===== config.mk =====
export PLATFORM = sky130hd
export DESIGN_NAME = alu_arbiter
export DESIGN_NICKNAME = d
export VERILOG_FILES = /design/src/rtl/alu_pkg.sv /design/src/rtl/alu_top.sv /design/src/rtl/alu_arbiter.sv
export SDC_FILE = /design/constraint.sdc
export NUM_CORES = 1
export LEC_CHECK = 0
export CAP_MARGIN = 20
export CORE_MARGIN = 2
export CORE_UTILIZATION = 40
export CTS_BUF_LIST = sky130_fd_sc_hd__clkbuf_4
export CTS_CLUSTER_DIAMETER = 40
export DETAILED_ROUTE_END_ITERATION = 8
export GPL_TIMING_DRIVEN = 1
export HOLD_SLACK_MARGIN = 0.02
export PLACE_DENSITY = 0.72
export SETUP_SLACK_MARGIN = 0.4
export SLEW_MARGIN = 10
export SYNTH_ARGS = -nofsm -noshare
export SYNTH_HDL_FRONTEND = slang
export SYNTH_HIERARCHICAL = 1
export SYNTH_SLANG_ARGS = --single-unit
export TNS_END_PERCENT = 20

===== constraint.sdc =====
create_clock -name clk_i -period 5.5 [get_ports clk_i]
set_clock_uncertainty 0.15 [all_clocks]
set_input_delay 1.65 -clock clk_i [delete_from_list [all_inputs] [get_ports clk_i]]
set_output_delay 1.65 -clock clk_i [all_outputs]
set_load 0.03 [all_outputs]

===== src/rtl/alu_pkg.sv =====
// rtl/alu_pkg.sv - opcodes, opcode classes and FSM states shared by alu_arbiter and alu_top
package alu_pkg;

  localparam logic [4:0] OP_ADD  = 5'b00000;
  localparam logic [4:0] OP_SUB  = 5'b01000;
  localparam logic [4:0] OP_SLL  = 5'b00001;
  localparam logic [4:0] OP_SLTS = 5'b00010;
  localparam logic [4:0] OP_SLTU = 5'b00011;
  localparam logic [4:0] OP_XOR  = 5'b00100;
  localparam logic [4:0] OP_SRL  = 5'b00101;
  localparam logic [4:0] OP_SRA  = 5'b01101;
  localparam logic [4:0] OP_OR   = 5'b00110;
  localparam logic [4:0] OP_AND  = 5'b00111;
  localparam logic [4:0] OP_EQ   = 5'b11000;
  localparam logic [4:0] OP_NE   = 5'b11001;
  localparam logic [4:0] OP_LTS  = 5'b11100;
  localparam logic [4:0] OP_GES  = 5'b11101;
  localparam logic [4:0] OP_LTU  = 5'b11110;
  localparam logic [4:0] OP_GEU  = 5'b11111;

  typedef enum logic [1:0] {ST_IDLE, ST_EXEC, ST_RESP} state_t;

  typedef enum logic [1:0] {CLS_COMPUTE, CLS_COMPARE, CLS_ILLEGAL} op_class_t;

  function automatic op_class_t op_class(input logic [4:0] op);
    case (op)
      OP_ADD, OP_SUB, OP_SLL, OP_XOR,
      OP_SRL, OP_SRA, OP_OR, OP_AND:   return CLS_COMPUTE;
      OP_SLTS, OP_SLTU, OP_EQ, OP_NE,
      OP_LTS, OP_GES, OP_LTU, OP_GEU:  return CLS_COMPARE;
      default:                         return CLS_ILLEGAL;
    endcase
  endfunction

  function automatic logic is_shift(input logic [4:0] op);
    return (op == OP_SLL) || (op == OP_SRL) || (op == OP_SRA);
  endfunction

endpackage


===== src/rtl/alu_top.sv =====
// rtl/alu_top.sv - shared combinational ALU; result and compare flag for one opcode
module alu_top
  import alu_pkg::*;
(
  input  logic [31:0] a,
  input  logic [31:0] b,
  input  logic [4:0]  op,
  output logic [31:0] result,
  output logic        flag
);

  always_comb begin
    result = '0;
    flag   = 1'b0;
    case (op)
      OP_ADD:  result = a + b;
      OP_SUB:  result = a - b;
      OP_SLL:  result = a << b[4:0];
      OP_XOR:  result = a ^ b;
      OP_SRL:  result = a >> b[4:0];
      OP_SRA:  result = $unsigned($signed(a) >>> b[4:0]);
      OP_OR:   result = a | b;
      OP_AND:  result = a & b;
      // slts/sltu report A > B, unlike the lts/ltu branch compares
      OP_SLTS: flag = $signed(a) > $signed(b);
      OP_SLTU: flag = a > b;
      OP_EQ:   flag = a == b;
      OP_NE:   flag = a != b;
      OP_LTS:  flag = $signed(a) < $signed(b);
      OP_GES:  flag = $signed(a) >= $signed(b);
      OP_LTU:  flag = a < b;
      OP_GEU:  flag = a >= b;
      default: ;
    endcase
  end

endmodule


===== src/rtl/alu_arbiter.sv =====
// rtl/alu_arbiter.sv - round-robin sharing of one alu_top between N_REQ requesters
// Optional illegal-opcode reporting on rsp_err_o when ALU_ARB_ILLEGAL_CHK_EN is defined.
module alu_arbiter
  import alu_pkg::*;
#(
  parameter int N_REQ = 2
) (
  input  logic               clk_i,
  input  logic               rst_ni,
  input  logic [N_REQ-1:0]   req_valid_i,
  output logic [N_REQ-1:0]   req_ready_o,
  input  logic [N_REQ*32-1:0] req_a_i,
  input  logic [N_REQ*32-1:0] req_b_i,
  input  logic [N_REQ*5-1:0] req_op_i,
  output logic [N_REQ-1:0]   rsp_valid_o,
  input  logic [N_REQ-1:0]   rsp_ready_i,
  output logic [31:0]        rsp_result_o,
  output logic               rsp_flag_o
`ifdef ALU_ARB_ILLEGAL_CHK_EN
  ,
  output logic               rsp_err_o
`endif
);

  localparam int IDW = (N_REQ > 1) ? $clog2(N_REQ) : 1;

  state_t           state_q, state_d;
  logic [IDW-1:0]   ptr_q, id_q, grant_id, scan_idx;
  logic             grant_found, accept;
  logic [31:0]      a_q, b_q, alu_b, alu_result, result_q;
  logic [4:0]       op_q;
  logic             alu_flag, flag_q;
  op_class_t        cls;

  logic [31:0] a_arr  [N_REQ];
  logic [31:0] b_arr  [N_REQ];
  logic [4:0]  op_arr [N_REQ];

  for (genvar k = 0; k < N_REQ; k++) begin : g_unpack
    assign a_arr[k]  = req_a_i[32*k +: 32];
    assign b_arr[k]  = req_b_i[32*k +: 32];
    assign op_arr[k] = req_op_i[5*k +: 5];
  end

  // First valid requester at or after the pointer, wrapping around
  always_comb begin
    grant_found = 1'b0;
    grant_id    = ptr_q;
    scan_idx    = '0;
    for (int i = 0; i < N_REQ; i++) begin
      scan_idx = IDW'((int'(ptr_q) + i) % N_REQ);
      if (!grant_found && req_valid_i[scan_idx]) begin
        grant_found = 1'b1;
        grant_id    = scan_idx;
      end
    end
  end

  always_ff @(posedge clk_i or negedge rst_ni) begin
    if (!rst_ni) state_q <= ST_IDLE;
    else         state_q <= state_d;
  end

  // rst_ni gates ready so an asserted reset never shows a grant while IDLE
  always_comb begin
    state_d     = state_q;
    req_ready_o = '0;
    rsp_valid_o = '0;
    case (state_q)
      ST_IDLE: begin
        if (grant_found && rst_ni) begin
          req_ready_o[grant_id] = 1'b1;
          state_d               = ST_EXEC;
        end
      end
      ST_EXEC: state_d = ST_RESP;
      ST_RESP: begin
        rsp_valid_o[id_q] = 1'b1;
        if (rsp_ready_i[id_q]) state_d = ST_IDLE;
      end
      default: state_d = ST_IDLE;
    endcase
  end

  assign accept = (state_q == ST_IDLE) && grant_found;
  assign alu_b  = is_shift(op_q) ? {27'd0, b_q[4:0]} : b_q;
  assign cls    = op_class(op_q);

  alu_top u_alu (
    .a      (a_q),
    .b      (alu_b),
    .op     (op_q),
    .result (alu_result),
    .flag   (alu_flag)
  );

`ifdef ALU_ARB_ILLEGAL_CHK_EN
  logic err_q;
  assign rsp_err_o = err_q;
`endif

  always_ff @(posedge clk_i or negedge rst_ni) begin
    if (!rst_ni) begin
      ptr_q    <= '0;
      id_q     <= '0;
      a_q      <= '0;
      b_q      <= '0;
      op_q     <= '0;
      result_q <= '0;
      flag_q   <= 1'b0;
`ifdef ALU_ARB_ILLEGAL_CHK_EN
      err_q    <= 1'b0;
`endif
    end else begin
      if (accept) begin
        a_q  <= a_arr[grant_id];
        b_q  <= b_arr[grant_id];
        op_q <= op_arr[grant_id];
        id_q <= grant_id;
      end
      if (state_q == ST_EXEC) begin
        result_q <= (cls == CLS_COMPUTE) ? alu_result : '0;
        flag_q   <= (cls == CLS_COMPARE) && alu_flag;
`ifdef ALU_ARB_ILLEGAL_CHK_EN
        err_q    <= (cls == CLS_ILLEGAL);
`endif
      end
      if ((state_q == ST_RESP) && rsp_ready_i[id_q])
        ptr_q <= (id_q == IDW'(N_REQ - 1)) ? '0 : id_q + 1'b1;
    end
  end

  assign rsp_result_o = result_q;
  assign rsp_flag_o   = flag_q;

endmodule

==> results of run 1 <==
==> state kept, by name, indices dropped and copies added (netlist names) <==
name          cells
a_q              32
b_q              32
id_q              1
op_q              5
ptr_q             1
rsp_flag_o        1
rsp_result_o     32
state_q           2
==> how the worst max path moves through the flow <==
stage | to | depth (start not counted)
after floorplan | req_ready_o[0] | 4
after detailed placement | rsp_result_o[25]$_DFFE_PN0N_ | 16
after global routing | rsp_result_o[26]$_DFFE_PN0N_ | 17
after global placement | req_ready_o[0] | 4
final | rsp_result_o[25]$_DFFE_PN0N_ | 16
after CTS | rsp_result_o[25]$_DFFE_PN0N_ | 16
==> kinds of logic (layout without fill, tap and decap cells) <==
| family | after synthesis | after routing | share of synthesized area, % |
|---|---|---|---|
| AOI/OAI and AO/OA | 731 | 731 | 34.9 |
| and+or+nand+nor | 595 | 595 | 18.2 |
| buffers and inverters | 336 | 386 | 9.36 |
| adders and majority gates | 108 | 108 | 8.98 |
| muxes | 106 | 106 | 9.55 |
| DFF | 106 | 106 | 17.5 |
| xor gates and xnor gates | 26 | 26 | 1.50 |
| other | 0 | 1 | 0 |
==> area by class of cell <==
type	instances	area (um^2)	area share (%)
antenna	1	2.50	0.0144
clock buffer	9	67.6	0.390
clock inverter	7	71.3	0.412
inverter	133	499	2.88
multi-input combinational	1566	11100	64.3
sequential	106	2670	15.4
tap	511	639	3.69
timing repair buffer	237	2250	13.0
==> cells in the final DEF, fill, tap and decap left out, types with 18 or more instances in the layout <==
master,instances
a211oi_1,26
a21o_1,22
a21oi_1,129
and2_1,35
buf_4,56
clkdlybuf4s50_1,175
dfrtp_1,98
ha_1,105
inv_1,126
mux2i_1,65
mux4_2,30
nand2_1,180
nand3_1,95
nor2_1,160
nor2b_1,19
nor3_1,33
o2111ai_1,142
o211ai_1,24
o21ai_0,176
o31ai_1,18
o41ai_2,30
xnor2_1,19
==> layer usage <==
metal	up-vias	GRT usage [%]	routed length, um
met4	0	12.1	2520
met5	-	0	0
met3	153	5.21	6480
li1	7617	-	-
met2	1062	46.5	26800
met1	8170	45.1	27100
==> critical path, stage by stage (launching register included) <==
cell and delay, ns:
dfrtp_1 0.41, nand2b_1 0.14, nand3_1 0.08, buf_4 0.27, and2_1 0.22, inv_1 0.07
ha_1 0.55, inv_1 0.17, a21o_1 0.21, a221o_1 0.35, a211oi_2 0.34, o21ai_0 0.30
a311oi_1 0.35, o21ai_0 0.11, o311ai_0 0.40, inv_1 0.12, o41ai_2 0.33
==> metrics by stage <==
stage / instance area [um^2] / hold slack, ns / setup slack [ns] / utilization, %
floorplan: 15200 / 0.315 / 1.08 / -
global placement: 17200 / 0.311 / 0.975 / 45.8
detailed placement: 17200 / 0.315 / 0.886 / 45.8
CTS: 17300 / 0.358 / 0.870 / 46.1
global route: 17300 / 0.374 / 0.529 / 46.2
finish: 17300 / 0.355 / 0.816 / 46.2
==> flow_results.org, run 1 <==
** Clocking
- CTS tree :: done
- Post-CTS timing repair inserted 0 buffers for setup.
- CTS sink count :: 106
- Clock latency on the worst-skew pair, taken at its later pin, is 0.62 ns.
- Post-CTS repair changed the size of 0 cells.
- H-tree level count :: 3
- The clock passes through at most 2 buffers.
- Number of buffers inserted by hold repair at cts :: 0
- TritonCTS Buffers :: 9
- Clock tree synthesis selected as its root buffer the cell clkbuf_4.
- After clock tree synthesis, the clock-pin slew on the worst setup and hold paths is 0.17 ns.

** Floorplanning
- Height of the chip :: 199 um
- The floorplan step defined a core boundary enclosing 37500 um^2.
- The initial utilization of the core area, before any placement, comes to 40.5%.
- Total Die Area :: 39500 um^2
- The initialized floorplan defines 71 standard-cell rows.
- For this design the top-level I/O count stands at 181.
- DIE WIDTH :: 199 um

** Global routing
- Entering global routing, the biggest net connects 109 pins.
- Across every metal layer, demand over resource in global routing totals 31.3%.
- Initial antenna violation count :: 4
- Leftover overflow at the end of global routing :: 0
- The number of global-route vias before repair came to 15600.
- Global-route wire length before repair :: 94900 um

** Placement
- Placed Cells :: 2551
- Quantity of I/O buffers inserted on ports :: 180
- Dpl hpwl :: 47100 um
- At the end of routability-driven placement, the weighted congestion stood at 1.02.

** STA
- Fraction of the cycle the final worst path needs :: 85.2%
- Setup repair after global routing missed its margin :: no
- Max Clk Rate :: 214 MHz
- Total Negative Setup Slacks :: 0 ns
- In this run the tightest slew margin relative to its limit is 27.2%.
- The clock period could shrink to 4.68 ns.
- The max-slew violation total from the final report is 0.
- Measured slew at the worst slew-check pin :: 1.06 ns
- Total setup violations reported at the end of the flow :: 0
- Count of final hold-check violations :: 0

** Flow run
- Max-cap violations in this run came to 0.

** Critical path
- Internal reg-to-reg setup slack :: 0.82 ns
- R2R Path End :: rsp_result_o[25]$_DFFE_PN0N_
- The critical path is of the reg -> reg type.
- Startpoint Class :: flip-flop
- Data arrives at the worst endpoint at 5.03 ns.
- In this run the worst path has a maximum fanout of 27.
- Required time worst endpoint :: 5.85 ns
- Measured in cells, the most critical reg-to-reg path has a length of 16.
- Element type at the critical path end :: flip-flop
- Worst setup path startpoint :: op_q[2]$_DFFE_PN0P_
- In this run the critical register-to-register path is launched from op_q[2]$_DFFE_PN0P_.

** Synth
- Number of enable-type register cells in the synthesized netlist :: 0
- Share of the yosys chip area belonging to registers :: 17.5%
- Area of the mapped netlist :: 15200 um^2
- A synthesized cell averages 7.56 um^2.
- The top cell type by area accounts for 17.5% of the synthesized area.
- Count of distinct cell types in the synthesized netlist :: 89
- Top-count cell post-synth :: nand2_1
- Main synth FF type :: dfrtp_1
- Synthesized netlist cell count :: 2008
- Proportion of synthesized flip-flops having asynchronous set or reset :: 100%
- Post-synthesis cell type with the largest combined area :: dfrtp_1
- After synthesis the netlist holds a flip-flop and latch count of 106.
- The number of nets handed over by synthesis was 2259.
- Top area cells in the synthesized netlist :: dfrtp_1 (17%), ha_1 (8.6%), o2111ai_1 (8.2%)
- Yosys printed 6 warnings.
- The commonest cells after synthesis are nand2_1 (180), o21ai_0 (176), nor2_1 (161), o2111ai_1 (142), a21oi_1 (129).

** Drt
- Number of nets with antenna violations after detailed routing :: 0
- For this run, design rule violations remaining after detail routing come to 0.
- Starting DRC count in detailed routing :: 2187
- Detailed Route WL :: 62800 um
- The first detailed-routing pass ran for 9 iterations.
- Dividing the detail-routed via count by the number of cells gives 6.62.
- Dividing the detail-routed wire length by the instance count gives 24.4 um.
- Via count :: 17000

** Final layout
- In the final design database the tool counted 2304 nets.
- Final cell count without fillers :: 2570
- Fill cells in the final layout number 3877.
- In the final layout, the share of cells above drive strength 1 is 9.09%.
- From synthesis to final layout, the design area changed by 14.0%.

** Worst hold path
- The worst hold path begins at rsp_result_o[14]$_DFFE_PN0N_.
- The worst hold path passes through 2 cells.
- Sink of the worst hold path :: rsp_result_o[14]$_DFFE_PN0N_
- HP Class :: reg -> reg

** Run status
- The flow ran to the end, and the final reports show no timing, DRC or antenna violations.
Power of run 1 is left out: the tool's default activity adds up to more than one toggle a clock period on the data nets, which glitch-free logic cannot reach.
==> run 2, diff against run 1 <==
--- a/config.mk
+++ b/config.mk
@@ -11,9 +11,11 @@
 export CTS_BUF_LIST = sky130_fd_sc_hd__clkbuf_4
 export CTS_CLUSTER_DIAMETER = 40
 export DETAILED_ROUTE_END_ITERATION = 8
+export GPL_ROUTABILITY_DRIVEN = 0
 export GPL_TIMING_DRIVEN = 1
 export HOLD_SLACK_MARGIN = 0.02
 export PLACE_DENSITY = 0.72
+export RECOVER_POWER = 25
 export SETUP_SLACK_MARGIN = 0.4
 export SLEW_MARGIN = 10
 export SYNTH_ARGS = -nofsm -noshare
==> flow_results.org, run 2 (synthesis results as in run 1) <==
** Final layout
- Leading cell type in the layout, fill and taps excluded :: nand2_1 (unchanged)
- Commonest cells after routing, fill and taps aside :: nand2_1 (180), o21ai_0 (176), clkdlybuf4s50_1 (174) (was nand2_1 (180), o21ai_0 (176), clkdlybuf4s50_1 (175))
- Final cell count without fillers :: 2555 (was 2570)
- Final Net Count :: 2289 (was 2304)
- The signed area change from the synthesized netlist to the final layout came to 13.3% (was 14.0%).
- The fraction of layout instances using a drive strength above 1 came to 8.22% (was 9.09%).

** Flow run
- Reported max-cap violation count :: 1 (was 0)

** Clocking
- The number of clock sinks came to 106 (unchanged).
- The count of hold buffers inserted by post-cts repair was 0 (unchanged).
- The number of buffers created by CTS came to 9 (unchanged).
- The largest buffer count on any clock path came to 2 (unchanged).
- The clock root buffer is clkbuf_4 (unchanged).
- The post-CTS clock slew at the launch and capture registers of the worst setup and hold paths came to 0.18 ns (was 0.17 ns).
- CTS tree :: done (unchanged)
- Setup fix buffers added after clock tree synthesis :: 0 (unchanged)
- Clock insertion delay at the later pin of the skew report :: 0.56 ns (was 0.62 ns)
- The H-tree level count is 3 (unchanged).
- The number of gates resized after CTS is 0 (unchanged).

** Floorplanning
- Height of the chip :: 199 um (unchanged)
- The area of the core was 37500 um^2 (unchanged).
- The number of standard-cell rows in the floorplan is 71 (unchanged).
- Total Die Area :: 39500 um^2 (unchanged)
- The die outline width came to 199 um (unchanged).
- Count of boundary I/O pins :: 181 (unchanged)
- The initial core utilization was 40.5% (unchanged).

** Critical path
- Worst setup path startpoint :: req_valid_i[1] (was op_q[2]$_DFFE_PN0P_)
- The sort of element at the end of the critical path was an output port (was flip-flop).
- The register-to-register path setup slack came to 0.73 ns (was 0.82 ns).
- Cell count of the worst reg-to-reg path :: 15 (was 16)
- R2R Path End :: rsp_result_o[25]$_DFFE_PN0N_ (unchanged)
- The capture point of the worst path was req_ready_o[0] (was rsp_result_o[25]$_DFFE_PN0N_).
- Biggest fanout along the worst timing path :: 25 (was 27)
- Startpoint Class :: input port (was flip-flop)
- Setup CP Type :: in -> out (was reg -> reg)
- The start of the worst register-to-register path is op_q[1]$_DFFE_PN0P_ (was op_q[2]$_DFFE_PN0P_).
- The data arrival time of the critical path came to 3.36 ns (was 5.03 ns).
- Required time worst endpoint :: 3.70 ns (was 5.85 ns)

** Drt
- Number of nets with antenna violations after detailed routing :: 0 (unchanged)
- DR DRC count :: 0 (unchanged)
- The initial DRC count came to 2453 (was 2187).
- The routed length per placed instance was 22.9 um (was 24.4 um).
- Mean number of vias per cell :: 6.74 (was 6.62)
- Detailed Route WL :: 58600 um (was 62800 um)
- Via count :: 17200 (was 17000)
- First-pass DRT Iterations :: 6 (was 9)

** STA
- The actual slew at the worst max-slew pin was 2.87 ns (was 1.06 ns).
- Fraction of the cycle the final worst path needs :: 93.9% (was 85.2%)
- Max transition margin :: -91.3% (was 27.2%)
- Setup repair after global routing missed its margin :: no (unchanged)
- Total Negative Setup Slacks :: 0 ns (unchanged)
- Max Clk Rate :: 194 MHz (was 214 MHz)
- Count of final hold-check violations :: 0 (unchanged)
- The max-slew violation total from the final report came to 54 (was 0).
- The final worst-path setup slack came to 0.335 ns (was 0.816 ns).
- The minimum clock period came to 5.16 ns (was 4.68 ns).
- Total setup violations reported at the end of the flow :: 0 (unchanged)

** Global routing
- Initial antenna violation count :: 3 (was 4)
- The global route total overflow was 0 (unchanged).
- Global-route wire length before repair :: 90300 um (was 94900 um)
- GRT Util Overall :: 29.0% (was 31.3%)
- Largest net degree at the start of global routing :: 109 (unchanged)
- The number of global-route vias before repair was 15900 (was 15600).

** Placement
- Quantity of I/O buffers inserted on ports :: 180 (unchanged)
- Post-place setup slack :: 0.484 ns (was 0.886 ns)
- The placed wire-length estimate was 43100 um (was 47100 um).
- Placed Cells :: 2537 (was 2551)

** Run status
- Failing checks :: capacitance limit, slew limit
- Run status: finished with violations (was completed).

** Worst hold path
- HP Class :: reg -> reg (unchanged)
## run 2: area by class of cell
type,count,area [um^2]
antenna,1,2.50
clock buffer,9,67.6
clock inverter,7,62.6
fill,3774,20300
inverter,133,499
multi-input combinational,1566,11100
sequential,106,2670
tap,511,639
timing repair buffer,222,2130
## run 2: routing by layer
layer  global-route usage (%)  wire length [um]  vias to the layer above  part of all wire, %
met5                        0                35                        -                0.060
met4                     11.1              2370                        4                  4.0
met3                     7.27              7230                      206                   12
met2                     43.0             25000                     1222                   43
met1                     40.4             24000                     8181                   41
li1                         -                 -                     7596                    -
## run 2: stage by stage
step	cell area (um^2)	hold WS, ns	util [%]
floorplan	15200	0.315	-
global placement	17000	0.311	45.5
detailed placement	17000	0.316	45.5
CTS	17200	0.358	45.8
global route	17200	0.385	45.9
finish	17200	0.355	45.9
## run 2: worst max-delay path: stages
cell	delay (ns)
clkbuf_1	0.96
maj3_1	0.40
and3b_1	0.19
buf_4	0.16
## run 2: worst min-delay path by stage
stage / startpoint / endpoint / slack (ns) / cells after the start
global placement: rsp_result_o[19]$_DFFE_PN0N_ / rsp_result_o[19]$_DFFE_PN0N_ / 0.31 / 2
global route: rsp_result_o[2]$_DFFE_PN0N_ / rsp_result_o[2]$_DFFE_PN0N_ / 0.39 / 2
detailed placement: rsp_result_o[22]$_DFFE_PN0N_ / rsp_result_o[22]$_DFFE_PN0N_ / 0.32 / 2
finish: rsp_result_o[0]$_DFFE_PN0N_ / rsp_result_o[0]$_DFFE_PN0N_ / 0.35 / 2
CTS: rsp_result_o[28]$_DFFE_PN0N_ / rsp_result_o[28]$_DFFE_PN0N_ / 0.36 / 2
floorplan: b_q[21]$_DFFE_PN0P_ / b_q[21]$_DFFE_PN0P_ / 0.32 / 2
Power of run 2 is left out for the same reason.
